## src/rtl/latex_uart_tx.sv

```systemverilog
// rtl/latex_uart_tx.sv - 8N1 UART transmitter with input FIFO and CR LF appended after end-of-string bytes
module latex_uart_tx #(
  parameter int CLKS_PER_BIT = 16,
  parameter int FIFO_DEPTH   = 4
) (
  input  logic                          clk,
  input  logic                          rst_n,
  input  logic                          in_valid,
  output logic                          in_ready,
  input  logic [7:0]                    in_data,
  input  logic                          in_last,
  output logic                          tx,
  output logic                          busy,
  output logic [$clog2(FIFO_DEPTH):0]   fifo_level
);

  localparam int AW = $clog2(FIFO_DEPTH);
  localparam int CW = (CLKS_PER_BIT > 1) ? $clog2(CLKS_PER_BIT) : 1;
  localparam logic [CW-1:0] BAUD_MAX = CW'(CLKS_PER_BIT - 1);
  localparam logic [CW-1:0] BAUD_ONE = CW'(1);
  localparam logic [AW-1:0] PTR_ONE  = AW'(1);
  localparam logic [AW:0]   LVL_ONE  = (AW+1)'(1);
  localparam logic [AW:0]   LVL_FULL = (AW+1)'(FIFO_DEPTH);

  typedef enum logic [1:0] {IDLE, START, DATA, STOP} state_t;
  typedef enum logic [1:0] {SUF_NONE, SUF_CR, SUF_LF} suffix_t;

  logic [8:0]    mem [FIFO_DEPTH];
  logic [AW-1:0] wr_ptr, rd_ptr;
  logic          push, pop, fifo_empty;
  logic [8:0]    head;

  state_t        state, state_n;
  suffix_t       suffix, suffix_n;
  logic [CW-1:0] baud_cnt, baud_n;
  logic [2:0]    bit_cnt, bit_n;
  logic [7:0]    shift, shift_n;
  logic          last_q, last_n;
  logic          tx_q, tx_n;
  logic          baud_done;

  assign in_ready   = (fifo_level != LVL_FULL);
  assign push       = in_valid && in_ready;
  assign fifo_empty = (fifo_level == '0);
  assign head       = mem[rd_ptr];
  assign baud_done  = (baud_cnt == BAUD_MAX);
  assign tx         = tx_q;
  assign busy       = (state != IDLE);

  // Storage has no reset; emptiness is tracked entirely by the pointers and level.
  always_ff @(posedge clk) begin
    if (push) mem[wr_ptr] <= {in_last, in_data};
  end

  always_ff @(posedge clk or negedge rst_n) begin
    if (!rst_n) begin
      wr_ptr     <= '0;
      rd_ptr     <= '0;
      fifo_level <= '0;
    end else begin
      if (push) wr_ptr <= wr_ptr + PTR_ONE;
      if (pop)  rd_ptr <= rd_ptr + PTR_ONE;
      if (push && !pop)      fifo_level <= fifo_level + LVL_ONE;
      else if (pop && !push) fifo_level <= fifo_level - LVL_ONE;
    end
  end

  always_ff @(posedge clk or negedge rst_n) begin
    if (!rst_n) begin
      state    <= IDLE;
      suffix   <= SUF_NONE;
      baud_cnt <= '0;
      bit_cnt  <= '0;
      shift    <= '0;
      last_q   <= 1'b0;
      tx_q     <= 1'b1;
    end else begin
      state    <= state_n;
      suffix   <= suffix_n;
      baud_cnt <= baud_n;
      bit_cnt  <= bit_n;
      shift    <= shift_n;
      last_q   <= last_n;
      tx_q     <= tx_n;
    end
  end

  always_comb begin
    state_n  = state;
    suffix_n = suffix;
    baud_n   = baud_cnt;
    bit_n    = bit_cnt;
    shift_n  = shift;
    last_n   = last_q;
    tx_n     = tx_q;
    pop      = 1'b0;
    case (state)
      IDLE: begin
        tx_n   = 1'b1;
        baud_n = '0;
        if (!fifo_empty) begin
          pop     = 1'b1;
          shift_n = head[7:0];
          last_n  = head[8];
          state_n = START;
          tx_n    = 1'b0;
        end
      end
      START: begin
        if (baud_done) begin
          baud_n  = '0;
          bit_n   = '0;
          state_n = DATA;
          tx_n    = shift[0];
        end else begin
          baud_n = baud_cnt + BAUD_ONE;
        end
      end
      DATA: begin
        if (baud_done) begin
          baud_n = '0;
          if (bit_cnt == 3'd7) begin
            state_n = STOP;
            tx_n    = 1'b1;
          end else begin
            shift_n = {1'b0, shift[7:1]};
            tx_n    = shift[1];
            bit_n   = bit_cnt + 3'd1;
          end
        end else begin
          baud_n = baud_cnt + BAUD_ONE;
        end
      end
      STOP: begin
        if (baud_done) begin
          baud_n = '0;
          // Suffix frames take priority over the FIFO so CR LF stays glued to its string.
          if (suffix == SUF_NONE && last_q) begin
            shift_n  = 8'h0D;
            suffix_n = SUF_CR;
            last_n   = 1'b0;
            state_n  = START;
            tx_n     = 1'b0;
          end else if (suffix == SUF_CR) begin
            shift_n  = 8'h0A;
            suffix_n = SUF_LF;
            last_n   = 1'b0;
            state_n  = START;
            tx_n     = 1'b0;
          end else begin
            suffix_n = SUF_NONE;
            if (!fifo_empty) begin
              pop     = 1'b1;
              shift_n = head[7:0];
              last_n  = head[8];
              state_n = START;
              tx_n    = 1'b0;
            end else begin
              state_n = IDLE;
              tx_n    = 1'b1;
            end
          end
        end else begin
          baud_n = baud_cnt + BAUD_ONE;
        end
      end
      default: begin
        state_n = IDLE;
        tx_n    = 1'b1;
      end
    endcase
  end

endmodule

```

## config.mk

```make
export PLATFORM = sky130hd
export DESIGN_NAME = latex_uart_tx
export DESIGN_NICKNAME = d
export VERILOG_FILES = /design/src/rtl/latex_uart_tx.sv
export SDC_FILE = /design/constraint.sdc
export NUM_CORES = 1
export LEC_CHECK = 0
export BUFFER_PORTS_ARGS = -buffer_cell sky130_fd_sc_hd__buf_2
export CAP_MARGIN = 20
export CORE_AREA = 2 2 90 92
export CTS_BUF_LIST = sky130_fd_sc_hd__clkbuf_4 sky130_fd_sc_hd__clkbuf_8
export DETAILED_ROUTE_END_ITERATION = 10
export DIE_AREA = 0 0 92 94
export GPL_ROUTABILITY_DRIVEN = 0
export GPL_TIMING_DRIVEN = 0
export PLACE_DENSITY = 0.53
export SLEW_MARGIN = 20
export SYNTH_ARGS = -nofsm -noshare
export SYNTH_HDL_FRONTEND = slang
export SYNTH_SLANG_ARGS = --single-unit
export TNS_END_PERCENT = 10
```

## constraint.sdc

```tcl
create_clock -name clk -period 5.8 [get_ports clk]
set_clock_uncertainty 0.05 [all_clocks]
set_input_delay 0.29 -clock clk [delete_from_list [all_inputs] [get_ports clk]]
set_output_delay 0.29 -clock clk [all_outputs]
set_load 0.03 [all_outputs]
```

==> Yosys cells after proc, flatten, opt, wreduce, memory -nomap -nowiden <==
Memories as Yosys holds them, arrays and structs flattened.
Cells that the tools add are included.
{ "op_classes": {"add_sub_neg": 6, "eq_ne": 13, "n_mux": 46, "reduce_logical": 21} }
{ "op_table": {"columns": ["op", "n"], "rows": [
  ["$mux 8", 6],
  ["$pmux 8 s3", 1],
  ["$mux 1", 20],
  ["$mux 3", 5],
  ["$mux 2", 7],
  ["$ne 2x2->1 const B", 6],
  ["$pmux 2 s4", 1],
  ["$pmux 4 s2", 1],
  ["$reduce_and 4->1", 2],
  ["$reduce_bool 2->1", 4],
  ["$add 3x1->3 const B", 2],
  ["$pmux 3 s2", 1],
  ["$reduce_and 5->1", 1],
  ["$add 2x1->2 const B", 2],
  ["$add 4x1->4 const B", 1],
  ["$eq 2x1->1 const B", 2],
  ["$eq 2x2->1 const B", 2],
  ["$eq 4x4->1 const B", 1],
  ["$logic_and 1x1->1", 4],
  ["$logic_not 2->1", 2],
  ["$mux 4", 1],
  ["$pmux 1 s2", 2],
  ["$pmux 1 s4", 1],
  ["$reduce_and 2->1", 2],
  ["other kinds (8)", 9]
]} }
{ "word_totals": {"reg_bits": 28, "ramBits": 36, "in_bits": 12, "output_inout_bits": 6, "mem_count": 1} }
{ "mem_list": {"columns": ["name", "depth", "word_bits", "rd", "rd_clocked_by_memory_dff", "wr", "line_no", "rtl"], "rows": [
  ["mem", 4, 9, 1, 0, 1, "28", "logic [8:0] mem [FIFO_DEPTH];"]
]} }

==> Longest topological paths before layout <==
{ "depth": {"depth_word": 9, "depth_mapped": 11, "depth_no_buf": 10} }

==> Worst setup path before layout <==
Ideal clock, no wire load.
{ "synth_timing": {"kind": "register -> register", "startpoint": "reg state[0]", "endpoint": "reg fifo_level[1]", "arrival_time_ns": 2.276, "t_required_ns": 5.625, "slack_ns": 3.349, "stages_incl_launch_ff": 10, "path_cell_list": "dfrtp_1 -> ha_1 -> clkbuf_1 -> nand4_1 -> nor2_1 -> o21ai_1 -> ha_1 -> inv_1 -> fa_1 -> mux2_2"} }
{ "synth_between": {"elab_chain_cells": 5} }
{ "synth_rtl": {"columns": ["item", "line_no", "rtl"], "rows": [
  ["start: declaration", "33", "state_t state, state_n;"],
  ["start signal: assignment", "78", "state <= state_n;"],
  ["$eq 2x2->1 or $logic_not 2->1 (tied branches)", "97", "case (state)"],
  ["$pmux 1 s2 *", "97", null],
  ["$logic_not 1->1", "63", "if (push && !pop) fifo_level <= fifo_level + LVL_ONE;"],
  ["$logic_and 1x1->1", "63", null],
  ["$mux 3 or $reduce_bool 2->1 (tied branches)", null, null],
  ["end signal: assignment", "63", null],
  ["end signal: assignment", "64", "else if (pop && !push) fifo_level <= fifo_level - LVL_ONE;"],
  ["end: declaration", "14", "output logic [$clog2(FIFO_DEPTH):0] fifo_level"]
]} }
Mark *: on every way between the ends. The rest lies on a longest branch, timed or not.
A chain may end at the register's enable or synchronous reset.

==> Final worst setup path <==
Same ends and word-level chain as after synthesis.

==> flow_summary_export.csv <==
group,metric,value,unit
finish,final_cell_count_no_fill,363,
clock_network,cts_tree,"done",
clock_network,clk_latency,0.34,ns
setup_path,crit_path_end_kind,"flop",
finish,fin_nets,282,
finish,design_area,3420,um2
timing,period_share,51.7,%
clock_network,cts_inserted_buffers,9,
logic_synthesis,synth_ff_type,"edfxtp_1",
route,vias_per_cell,5.10,
logic_synthesis,syn-cell-area,3000,um2
logic_synthesis,avgSynthCellArea,13.2,um2
clock_network,ctsResizeCount,0,
clock_network,clock-sinks,64,
finish,mostFrequentLayoutCells,"36 x edfxtp_1, 27 x dfrtp_1, 20 x buf_2",
run,max_cap_violations,0,
clock_network,cts-root-buf,"clkbuf_8",
finish,area_delta_synth_final,14.2,%
placement,portBuffers,17,
logic_synthesis,synth_cell_types,46,
logic_synthesis,yosysWarnings,0,
clock_network,cts.reportedPaths.clkPinSlew,0.07,ns
floorplanning,rows,32,
floorplanning,die_h,94,um
clock_network,clk_path_buf_depth,2,
timing,setup-tns-final,0,ns
global_routing,antenna_found_initial,0,
timing,slew_violations,0,
global_routing,grt_pass1_vias,1856,
route,vias,1850,
timing,worstMarginPinSlew,0.651,ns
finish,num-fill-cells,715,
floorplanning,io_pins,18,
timing,rsz0062_at_grt,"no",
logic_synthesis,synth_top_area_share,36.1,%
logic_synthesis,syn-instance-count,227,
logic_synthesis,ys_ff_latch,64,
global_routing,grt_use_total,14.9,%
placement,dp_cells,346,
placement,placed_area,3210,um2
setup_path,crit_arrival,3.17,ns
finish,num_antenna_cells,0,
logic_synthesis,ys_top_cells_by_area,"edfxtp_1 36%, dfrtp_1 23%, mux4_2 6.8%",
floorplanning,core_area,7610,um2
logic_synthesis,synthArstFlopShare,43.8,%
timing,setup_viol,0,
logic_synthesis,seq_area_frac_synth,59.5,%
global_routing,overflow,0,
clock_network,post_cts_buffers,0,
timing,fmax,333,MHz
power_and_ir_drop,p_per_area,344,nW/um2
timing,final-hold-violation-count,0,
outcome,outcome,"complete, no violations",
setup_path,cp-start-kind,"flop",
setup_path,crit_path_max_fanout,10,
power_and_ir_drop,power_leakage,0.00136,uW
timing,post-route-min-period,3.00,ns
route,drtAntennaViolNets,0,
timing,max_slew_margin,56.6,%
route,drtIter0Drc,56,
route,drc,0,
timing,hold_slack,0.107,ns
finish,final_common_cell,"edfxtp_1",
global_routing,grt_max_degree,29,
hold_path,hold_path.class,"input pin to flop",
floorplanning,initial_core_util,39.4,%
logic_synthesis,synth_nets,253,
placement,dp_hpwl,3910,um
clock_network,htree_levels,3,
logic_synthesis,synth_edf_count,36,
route,wirelength,5710,um
route,first_pass_iters,4,
power_and_ir_drop,irDropWorstVdd,0.000189,V
route,wl_per_cell,15.7,um
setup_path,criticalPathCategory,"flop to flop",
global_routing,grt_first_pass_wirelength,9610,um
floorplanning,die_w,92,um
logic_synthesis,yosys.area.top_type,"edfxtp_1",
finish,drive_gt1_share,20.3,%
finish,final_util,45.0,%
setup_path,cp_data_required_time,5.97,ns
floorplanning,die_area,8650,um2
sequential cells by signal, indices dropped and copies added, names as in the netlist:
| register | count |
|---|---|
| suffix | 2 |
| wr_ptr | 2 |
| baud_cnt | 4 |
| shift | 8 |
| state | 2 |
| mem | 36 |
| tx | 1 |
| bit_cnt | 3 |
| rd_ptr | 2 |
| fifo_level | 3 |
| last_q | 1 |
area by class of cell:
class	count	area (um2)	share of cell area, %
multi-input combinational	141	1120	32.8
inverter	16	60.1	1.76
clock buffer	10	131	3.84
timing repair buffer	18	95.1	2.78
tap	102	128	3.73
sequential	64	1780	52.1
buffer	6	30.0	0.878
clock inverter	6	70.1	2.05
critical path, stage by stage (launching register included):
cell,delay (ns)
dfrtp_1,0.45
ha_1,0.29
clkbuf_1,0.38
nand4_1,0.37
nor2_1,0.27
o21ai_1,0.12
ha_1,0.22
inv_1,0.07
fa_1,0.40
mux2_2,0.26
worst paths after layout:
kind	cells after the start	slack (ns)	start	endpoint
worst max-delay path	9	2.80	state[0]	fifo_level[1]
worst min-delay path	1	0.11	in_data[5]	mem[0][5]
worst max register to register	9	2.80	state[0]	fifo_level[1]
worst min register to register	2	0.44	tx	tx
max in group asynchronous	2	4.81	rst_n	wr_ptr[0]
min in group asynchronous	2	0.46	rst_n	baud_cnt[1]
logic make-up (layout without fill, tap and decap cells):
group / count (synthesis) / after routing / share of synthesized area (%)
XOR/XNOR: 7 / 7 / 2.05
AO/OA/AOI/OAI: 52 / 52 / 11.6
buffers and inverters: 22 / 56 / 3.01
adder cells (fa/ha/maj): 14 / 14 / 6.10
AND/OR/NAND/NOR: 56 / 56 / 9.85
flip-flops: 64 / 64 / 59.5
multiplexers: 12 / 12 / 7.89
cell usage after synthesis, types with 5 or more instances:
cell type / count
inv_1: 16
nand2_1: 14
o21ai_1: 6
nand3_1: 6
nor2_1: 11
and3_1: 6
a21oi_1: 9
edfxtp_1: 36
dfrtp_1: 27
o21ai_0: 8
xnor2_1: 5
mux4_2: 9
ha_1: 13
per-stage QoR:
stage	worst slack (ns)	power (uW)
2_1_floorplan	3.35	744
3_3_place_gp	2.83	810
3_5_place_dp	2.81	815
4_1_cts	2.79	1200
5_1_grt	2.57	1260
6_report	2.80	1180
repair_timing:
| item | 4_1_cts | 5_1_grt |
|---|---|---|
| hold buffers | 1 | 0 |
| hold endpoints to repair | 27 | 0 |
| endpoints found under the setup margin | 0 | 0 |
where the power goes:
group	leakage [uW]	switching, uW	internal, uW
Combinational	0.000591	130	75.1
Clock	0.0000925	174	205
Sequential	0.000672	35.4	557
Total	0.00136	340	838
metal layers:
metal  GRT usage, %  vias to the layer above  wire (um)
li1               -                      907          -
met1           18.8                      904       2660
met2           24.5                       29       2770
met3           4.90                       10        187
met4           4.98                        0         95
met5              0                        -          0
Note: power is estimated with default switching activity, not from simulation.
